**src/rtl/fetch_ctrl_pkg.sv**
```systemverilog
// Shared definitions for the fetch controller, the ALU and the decoder:
// opcode values, controller state encoding and default widths.
package fetch_ctrl_pkg;

    localparam int PC_W_DEF = 8;
    localparam int CT_W_DEF = 16;

    typedef enum logic [2:0] {
        OP_STP  = 3'b000,
        OP_SHF  = 3'b001,
        OP_BNEG = 3'b010,
        OP_NOR  = 3'b011,
        OP_ADD  = 3'b100,
        OP_ADDI = 3'b101,
        OP_ST   = 3'b110,
        OP_LD   = 3'b111
    } opcode_e;

    typedef enum logic [1:0] {
        ST_IDLE = 2'b00,
        ST_RUN  = 2'b01,
        ST_HALT = 2'b10
    } state_e;

endpackage

```
**src/rtl/branch_lut.sv**
```systemverilog
// Constant 64-entry branch-target table with a combinational read.
// Entry i holds the address i*4 + 12, truncated to PC_W bits.
module branch_lut
    import fetch_ctrl_pkg::*;
#(
    parameter int PC_W = PC_W_DEF
) (
    input  logic [5:0]      Index,
    output logic [PC_W-1:0] Target
);

    always_comb begin
        Target = PC_W'(({2'b00, Index} << 2) + 8'd12);
    end

endmodule

```
**src/rtl/fetch_ctrl.sv**
```systemverilog
// Instruction fetch controller: sequences the PC through the instruction ROM,
// handles stp/bneg, stalls, and counts committed instructions.
module fetch_ctrl
    import fetch_ctrl_pkg::*;
#(
    parameter int PC_W = PC_W_DEF,
    parameter int CT_W = CT_W_DEF
) (
    input  logic            CLK,
    input  logic            Reset,
    input  logic            Start,
    input  logic [8:0]      Instr,
    input  logic            AluZero,
    input  logic            Stall,
    output logic [PC_W-1:0] PC,
    output logic [2:0]      OP,
    output logic [5:0]      Operand,
    output logic            Exec,
    output logic            Halt,
    output logic [CT_W-1:0] CycleCt
);

    state_e          state_q, state_d;
    logic [PC_W-1:0] pc_q, pc_d;
    logic [CT_W-1:0] ct_q, ct_d;
    logic [PC_W-1:0] branchTarget;
    logic            execRun;
    opcode_e         opcode;

    assign opcode  = opcode_e'(Instr[8:6]);
    assign OP      = Instr[8:6];
    assign Operand = Instr[5:0];

    branch_lut #(.PC_W(PC_W)) u_branch_lut (
        .Index  (Instr[5:0]),
        .Target (branchTarget)
    );

    always_ff @(posedge CLK) begin
        if (Reset) begin
            state_q <= ST_IDLE;
            pc_q    <= '0;
            ct_q    <= '0;
        end else begin
            state_q <= state_d;
            pc_q    <= pc_d;
            ct_q    <= ct_d;
        end
    end

    always_comb begin
        state_d = state_q;
        pc_d    = pc_q;
        ct_d    = ct_q;
        execRun = 1'b0;
        case (state_q)
            ST_IDLE: begin
                pc_d = '0;
                if (Start) begin
                    state_d = ST_RUN;
                    ct_d    = '0;
                end
            end
            ST_RUN: begin
                if (!Stall) begin
                    execRun = 1'b1;
                    // The counter sticks at all-ones rather than wrapping.
                    if (ct_q != '1) begin
                        ct_d = ct_q + CT_W'(1);
                    end
                    case (opcode)
                        OP_STP:  state_d = ST_HALT;
                        OP_BNEG: pc_d = AluZero ? branchTarget : pc_q + PC_W'(1);
                        default: pc_d = pc_q + PC_W'(1);
                    endcase
                end
            end
            ST_HALT: begin
                if (Start) begin
                    state_d = ST_RUN;
                    pc_d    = '0;
                    ct_d    = '0;
                end
            end
            default: begin
                state_d = ST_IDLE;
                pc_d    = '0;
                ct_d    = '0;
            end
        endcase
    end

    // Reset aborts an in-flight instruction, so it must also suppress the commit strobe.
    assign Exec    = execRun & ~Reset;
    assign Halt    = (state_q == ST_HALT);
    assign PC      = pc_q;
    assign CycleCt = ct_q;

endmodule

```
**config.mk**
```make
export PLATFORM = sky130hd
export DESIGN_NAME = fetch_ctrl
export DESIGN_NICKNAME = d
export VERILOG_FILES = /design/src/rtl/fetch_ctrl_pkg.sv /design/src/rtl/branch_lut.sv /design/src/rtl/fetch_ctrl.sv
export SDC_FILE = /design/constraint.sdc
export NUM_CORES = 1
export LEC_CHECK = 0
export BUFFER_PORTS_ARGS = -buffer_cell sky130_fd_sc_hd__buf_2
export CORE_MARGIN = 3
export CORE_UTILIZATION = 40
export DETAILED_ROUTE_END_ITERATION = 10
export GPL_ROUTABILITY_DRIVEN = 0
export SLEW_MARGIN = 5
export SYNTH_ARGS = -nofsm -noshare
export SYNTH_HDL_FRONTEND = slang
export SYNTH_HIERARCHICAL = 1
export SYNTH_SLANG_ARGS = --single-unit
```
**constraint.sdc**
```tcl
create_clock -name CLK -period 3.85 [get_ports CLK]
set_input_delay 0.385 -clock CLK [delete_from_list [all_inputs] [get_ports CLK]]
set_output_delay 0.385 -clock CLK [all_outputs]
set_load 0.02 [all_outputs]
```
* After elaboration in Yosys (flattened, before gate mapping) *
Cells that the tools add are included.

cells by class
  add/sub/neg operators = 3
  multipliers = 0
  divide/modulo/power cells = 0
  magnitude comparators = 0
  equality and inequality tests = 10
  shift-type cells = 0
  multiplexer cells = 15
  bitwise logic cells = 2
  reduce and logical (&&, ||, !) cells = 6

operators by type and width
  operator                                                                number
  16-bit 2-to-1 mux                                                       3
  16-bit case mux with 2 select lines                                     1
  8-bit case mux with 2 select lines                                      2
  8-bit 2-to-1 mux                                                        3
  16-bit by 1-bit adder with 16-bit output (second input constant)        1
  16-bit != test (second input constant)                                  1
  2-bit != test (second input constant)                                   5
  3-bit AND reduction                                                     3
  8-bit by 1-bit adder with 8-bit output (second input constant)          1
  8-bit by 4-bit adder with 8-bit output (second input constant)          1
  2-bit 2-to-1 mux                                                        3
  2-bit case mux with 2 select lines                                      1
  3-bit by 2-bit equality test with 1-bit output (second input constant)  1
  3-bit logical NOT                                                       1
  2-bit by 1-bit equality test with 1-bit output (second input constant)  1
  2-bit equality test (second input constant)                             1
  2-bit logical NOT                                                       1
  1-bit 2-to-1 mux                                                        2
  2-bit by 1-bit != test with 1-bit output (second input constant)        1
  2-bit OR reduction                                                      1
  1-bit bitwise AND                                                       1
  1-bit NOT                                                               1

storage, ports and cells
  register bits after elaboration = 26
  latch bits = 0
  memory bits (writable) = 0
  memory bits (read-only) = 0
  input port bits = 14
  output and inout port bits = 35
  word-level logic and storage cells = 39
  memories = 0

* Longest topological paths before layout *
Gate-level depths: netlist of run 1.

  word-level depth = 5
  depth in mapped cells = 6
  gate-level depth less buffers = 6

* Modules after synthesis *
Netlist of run 1, hierarchy kept.

modules (own cells, without submodules)
  module      times used  cells each  area each (um^2)  sequential area each (um^2)
  fetch_ctrl  1           195         1660.3            520.5
  branch_lut  1           14          105.1             0.0

* Worst setup path after synthesis of run 1 *
OpenSTA, ideal clock, no wires.

  path type = reg-to-reg
  from = reg ct_q[4], in the netlist CycleCt[4]
  to = reg ct_q[15], in the netlist CycleCt[15]
  library setup time = 0.123 ns
  arrival time = 1.746 ns
  data required time = 3.727 ns
  slack = 1.981 ns
  cell stages (with the launch flop) = 5
  path buffers = 0
  period minus slack after synthesis = 1.869 ns
  cells stage by stage = dfxtp_1 and4_4 o2111ai_4 or4_1 mux2_1

on the way
  cells in the longest elaborated chain, start to end = 4
  elaborated cells on any way between the ends = 7
  classes of those cells = add/sub (1); eq/ne (2); mux (3); reduce/logical (1)

ends and longest elaborated chain
  item                                      line              text
  from (decl)                               fetch_ctrl.sv:25  logic [CT_W-1:0] ct_q, ct_d;
  from (signal assigned)                    fetch_ctrl.sv:47  ct_q <= ct_d;
  16-bit by 1-bit adder with 16-bit output  fetch_ctrl.sv:69  ct_d = ct_q + CT_W'(1);
  16-bit 2-to-1 mux                         fetch_ctrl.sv:68  if (ct_q != '1) begin
  16-bit 2-to-1 mux                         fetch_ctrl.sv:65  if (!Stall) begin
  16-bit case mux with 2 select lines       fetch_ctrl.sv:56  case (state_q)

Several ways; a longest one is shown, not always the timed one. The select of a mux whose other input is x is not followed.
A chain may end at the register's enable or synchronous reset.

* Final worst setup path of run 1 *
  from = reg state_q[0]
  to = out Exec

on the way
  cells in the longest elaborated chain, start to end = 3

ends and longest elaborated chain
  item                                            line              text
  from (decl)                                     fetch_ctrl.sv:23  state_e state_q, state_d;
  from (signal assigned)                          fetch_ctrl.sv:45  state_q <= state_d;
  2-bit by 1-bit equality test with 1-bit output  fetch_ctrl.sv:56
  1-bit 2-to-1 mux                                fetch_ctrl.sv:56
  1-bit bitwise AND                               fetch_ctrl.sv:94  assign Exec = execRun & ~Reset;
  to (decl)                                       fetch_ctrl.sv:18  output logic Exec,

No other way between the ends.

==> results.json, run 1 <==
{
  "n_antenna_cell": 0,
  "clkTransAtPathRegs_ps": 90,
  "cts_resized": 0,
  "maxCapViolCount": 0,
  "clock-sinks": 26,
  "layout.nets": 263,
  "synth-seq-cells": 26,
  "cp-start-kind": "register",
  "port_buffers": 48,
  "die_x_um": 72.4,
  "hp-class": "in -> reg",
  "cts_buffer_depth": 2,
  "synth_top_area_share_pct": 29.5,
  "grt_pass1_vias": 1491,
  "yosysUniqueCellTypes": 56,
  "use_met1_pct": 25.2,
  "cts_tree": "done",
  "timing.final.ws_setup_ps": 1840,
  "synthArstFlopShare_pct": 0,
  "clkLatencyLatePin_ps": 270,
  "grt_pass1_wl_mm": 7.05,
  "core-area_um2": 4120,
  "cts-root-buf": "clkbuf_8",
  "area_growth_pct": 13.5,
  "yosysWarnings": 6,
  "instances_no_fill": 294,
  "first_pass_iters": 4,
  "place_inst": 291,
  "post_cts_hold_buffer_count": 0,
  "start_util_pct": 42.9,
  "met2_usage_pct": 23.2,
  "ys.flop_type": "dfxtp_1",
  "rows": 23,
  "num_vias": 1627,
  "ir_drop_mv": 0.133,
  "totalWireLength_mm": 4.14,
  "p_leak_nw": 0.769,
  "postSynthCellCount": 209,
  "syn_area_per_cell_um2": 8.45,
  "ys_top_cells_by_area": "dfxtp_1, buf_4, mux2i_1",
  "gr-max-usage-layer": "met1",
  "synthTopCellsByCount": "dfxtp_1, nand2_1, a21oi_1, buf_4, nand3_1",
  "design_power_total_mw": 0.502,
  "antenna_left": 0,
  "fin_crit_ps": 2010,
  "wire_per_inst_um": 14.1,
  "cts_buffers": 3,
  "fin_skew_ps": 4.41,
  "viasPerCell": 5.53,
  "syn-cell-area_um2": 1770,
  "grt-ovfl-total": 0,
  "period_share_pct": 52.2,
  "slew_viol_final": 0,
  "critPathKind": "reg -> out",
  "cp.required_ps": 3460,
  "use_met3_pct": 2.22,
  "synth_edf_count": 0,
  "drtIter0Drc": 102,
  "htreeDepth": 1,
  "io_pins": 49,
  "hold_viol": 0,
  "hpwl_mm": 3.16,
  "max_freq_mhz": 498,
  "drc_errors": 0,
  "pre_cts_ws_ps": 1860,
  "worst_pin_slew_ps": 654,
  "power_density_nw_per_um2": 250,
  "final_layout_size_suffix_gt1_share_pct": 27.5,
  "die_h_um": 72.4,
  "worstPathMaxFanout": 11,
  "grt_usage_pct": 16.5,
  "ys_seq_area_share_pct": 29.5,
  "synth_top_cell_by_area": "dfxtp_1",
  "setup_tns_ps": 0,
  "antenna_found_initial": 0,
  "setup_viol": 0,
  "crit_arrival_ps": 1620,
  "rsz0062_at_grt": "false",
  "die_area_um2": 5250,
  "slew-limit-headroom_pct": 56.2,
  "synth_most_common_cell": "dfxtp_1",
  "grt_max_degree": 26,
  "status": "finished clean",
  "cp-end-kind": "primary output",
  "cts_setup_buffers": 0
}
worst paths after layout:
| path | from | end | slack [ps] | cells past startpoint |
|---|---|---|---|---|
| min reg2reg | CycleCt[14]$_SDFFE_PP0P_ | CycleCt[14]$_SDFFE_PP0P_ | 500 | 2 |
| min | Start | state_q[0]$_SDFFE_PP0P_ | 450 | 3 |
| max reg2reg | CycleCt[0]$_SDFFE_PP0P_ | CycleCt[0]$_SDFFE_PP0P_ | 1860 | 5 |
| max | state_q[0]$_SDFFE_PP0P_ | Exec | 1840 | 3 |
power by group:
part           internal, mW  switching (mW)
Clock                0.0701          0.0813
Sequential            0.271         0.00515
Combinational        0.0292          0.0446
Total                 0.371           0.131
worst max-delay path, stage by stage, from the launching register on:
cell and delay [ps]:
dfxtp_1 550, or3b_2 530, nor2_1 100, buf_2 170
metal layers:
metal	vias to the layer above	share of wire, %
met2	38	42
met3	4	4.5
met5	-	0
met4	0	1.1
met1	737	52
li1	848	-
per-stage QoR:
stage / hold slack [ps] / area, um2 / utilization, %
floorplan: 534 / 1770 / -
global placement: 485 / 1960 / 47.7
detailed placement: 487 / 1960 / 47.7
CTS: 437 / 2000 / 48.7
global route: 467 / 2000 / 48.7
finish: 448 / 2000 / 48.7
cell families after synthesis:
kind of cell               count (synthesis)  share of synthesized area [%]
AOI/OAI and AO/OA                         54                           22.5
buffers and inverters                     23                           7.44
and+or+nand+nor                           84                           28.2
adders and majority gates                  3                           2.13
other                                      1                          0.212
muxes                                     11                           6.52
DFF                                       26                           29.5
xor gates and xnor gates                   7                           3.47
area by class of cell:
cell class | instances | area, um2
clock buffers | 3 | 41.3
inverters | 6 | 22.5
well taps | 50 | 62.6
flip-flops and latches | 26 | 520
repair buffers | 48 | 240
multi-input cells | 161 | 1120
fillers | 431 | 2110
flip-flops by register name, indices dropped and copies added, names as in the netlist:
signal / count
PC: 8
CycleCt: 16
state_q: 2
layout by cell type, fill, tap and decap left out, drive strengths merged, types with 4 or more instances in the layout:
master | Yosys | routed
nand3 | 9 | 9
a211oi | 6 | 6
nand3b | 4 | 4
mux2 | 4 | 4
xnor2 | 6 | 6
o31a | 4 | 4
nand2 | 17 | 17
a21oi | 13 | 13
buf | 14 | 48
mux2i | 7 | 7
or4 | 5 | 5
o211ai | 6 | 6
nand2b | 8 | 8
inv | 6 | 6
or3 | 8 | 8
nor2 | 8 | 8
o21ai | 9 | 9
dfxtp | 26 | 26
nor4 | 4 | 4
(Power assumes the default switching activity.)
==> inputs of run 2 (changes only) <==
- clock period: 3.85 -> 2 ns (I/O delays scaled with it)
==> run 2 against run 1 <==
Effect of this change:
- first-iteration DRC count is 7.8% higher
- via count grew 3.5%
- sequential cell count did not move
- final cell count is 3.1% higher
- clock skew barely moved
- global-route usage is 0.27 points lower
- total power grew 96%
- critical path depth is 2 higher
- largest cell class unchanged
==> results.json, run 2 (synthesized netlist as in run 1, its figures left out) <==
{
  "power_density_nw_per_um2": 471,
  "slowest_stage": "or4_2",
  "setup_viol": 0,
  "n_antenna_cell": 0,
  "cts_buffers": 3,
  "met2_usage_pct": 24.7,
  "cts_tree": "done",
  "clkLatencyLatePin_ps": 270,
  "slew-limit-headroom_pct": 63.6,
  "critPathKind": "reg -> reg",
  "antenna_left": 0,
  "cts-root-buf": "clkbuf_8",
  "layout.nets": 272,
  "grt_usage_pct": 16.3,
  "grt_max_degree": 26,
  "antenna_found_initial": 0,
  "cpPeakStageDelay_ps": 650,
  "largest_register_ffs": 16,
  "totalWireLength_mm": 4.29,
  "status": "finished clean",
  "maxCapViolCount": 0,
  "clock-sinks": 26,
  "max_freq_mhz": 541,
  "cts_setup_buffers": 0,
  "place_inst": 299,
  "final_layout_size_suffix_gt1_share_pct": 31.2,
  "rows": 23,
  "ir_drop_mv": 0.190,
  "rsz0062_at_grt": "false",
  "pre_cts_ws_ps": 76.6,
  "grt-ovfl-total": 0,
  "core-area_um2": 4120,
  "die_area_um2": 5250,
  "clkTransAtPathRegs_ps": 90,
  "p_leak_nw": 0.810,
  "cp-start-kind": "register",
  "timing.final.ws_setup_ps": 152,
  "use_met1_pct": 23.7,
  "cp-end-kind": "register",
  "num_vias": 1684,
  "design_power_total_mw": 0.984,
  "crit_arrival_ps": 2060,
  "wire_per_inst_um": 14.1,
  "cts_resized": 0,
  "worst_pin_slew_ps": 542,
  "utilization_pct": 50.8,
  "die_x_um": 72.4,
  "slew_viol_final": 0,
  "period_share_pct": 92.4,
  "layout_common_cells": "buf_2, dfxtp_1, nand2_1",
  "drc_errors": 0,
  "worstPathMaxFanout": 7,
  "viasPerCell": 5.56,
  "hp-class": "in -> reg",
  "grt_pass1_wl_mm": 6.98,
  "path_cells": "ha_1 > nand3_1 > nor4_2 > or4_2 > a21oi_1",
  "hold_viol": 0,
  "setup_tns_ps": 0,
  "use_met3_pct": 2.35,
  "instances_no_fill": 303,
  "start_util_pct": 42.9,
  "hpwl_mm": 3.23,
  "port_buffers": 48,
  "final_common_cell": "buf_2",
  "die_h_um": 72.4,
  "fin_skew_ps": 4.11,
  "htreeDepth": 1,
  "grt_pass1_vias": 1539,
  "io_pins": 49,
  "fin_crit_ps": 1850,
  "drtIter0Drc": 110,
  "cp.required_ps": 2210,
  "cts_buffer_depth": 2,
  "area_growth_pct": 18.4,
  "post_cts_hold_buffer_count": 0,
  "gr-max-usage-layer": "met2",
  "first_pass_iters": 4
}
-- run 2: cell count changes in the layout (fill, tap and decap cells not counted) --
| cell | previous run | this run |
|---|---|---|
| o2111ai_2 | 1 | 2 |
| dfxtp_1 | 26 | 25 |
| nor4_1 | 3 | 2 |
| buf_4 | 0 | 8 |
| nor4_2 | 0 | 2 |
| dfxtp_2 | 0 | 1 |
| o2111ai_1 | 1 | 0 |
-- run 2: area by class of cell --
| class | count | area (um2) |
|---|---|---|
| clock buffers | 3 | 41.3 |
| fillers | 415 | 2020 |
| inverters | 6 | 22.5 |
| multi-input cells | 162 | 1140 |
| flip-flops and latches | 26 | 522 |
| well taps | 50 | 62.6 |
| repair buffers | 56 | 300 |
-- run 2: metrics by stage --
stage	instance area (um2)	hold slack (ps)
detailed placement	2020	472
global placement	2020	475
floorplan	1770	349
global route	2090	280
finish	2090	255
CTS	2060	250
-- run 2: where the power goes --
group	leakage (nW)	switching (mW)	total [mW]	internal (mW)
Sequential	0.210	0.00959	0.532	0.523
Clock	0.0216	0.166	0.302	0.135
Combinational	0.578	0.0899	0.150	0.0604
-- run 2: critical path, delay by kind of cell, from the launching register on --
kind / cells / cell delay, ps
AND/OR/NAND/NOR: 3 / 1010
adder cells (fa/ha/maj): 1 / 240
flip-flops: 1 / 370
AO/OA/AOI/OAI: 1 / 160
-- run 2: final timing paths --
path	start	to	slack (ps)	cells past startpoint
max	CycleCt[0]$_SDFFE_PP0P_	CycleCt[9]$_SDFFE_PP0P_	150	5
min	Start	state_q[0]$_SDFFE_PP0P_	250	3
max reg2reg	CycleCt[0]$_SDFFE_PP0P_	CycleCt[9]$_SDFFE_PP0P_	150	5
min reg2reg	CycleCt[14]$_SDFFE_PP0P_	CycleCt[14]$_SDFFE_PP0P_	490	2
-- run 2: per-layer routing --
metal | share of wire, % | wire (um) | vias up
met3 | 4.6 | 197 | 4
li1 | - | - | 866
met5 | 0 | 0 | -
met1 | 51 | 2200 | 766
met2 | 43 | 1850 | 48
met4 | 0.79 | 34 | 0
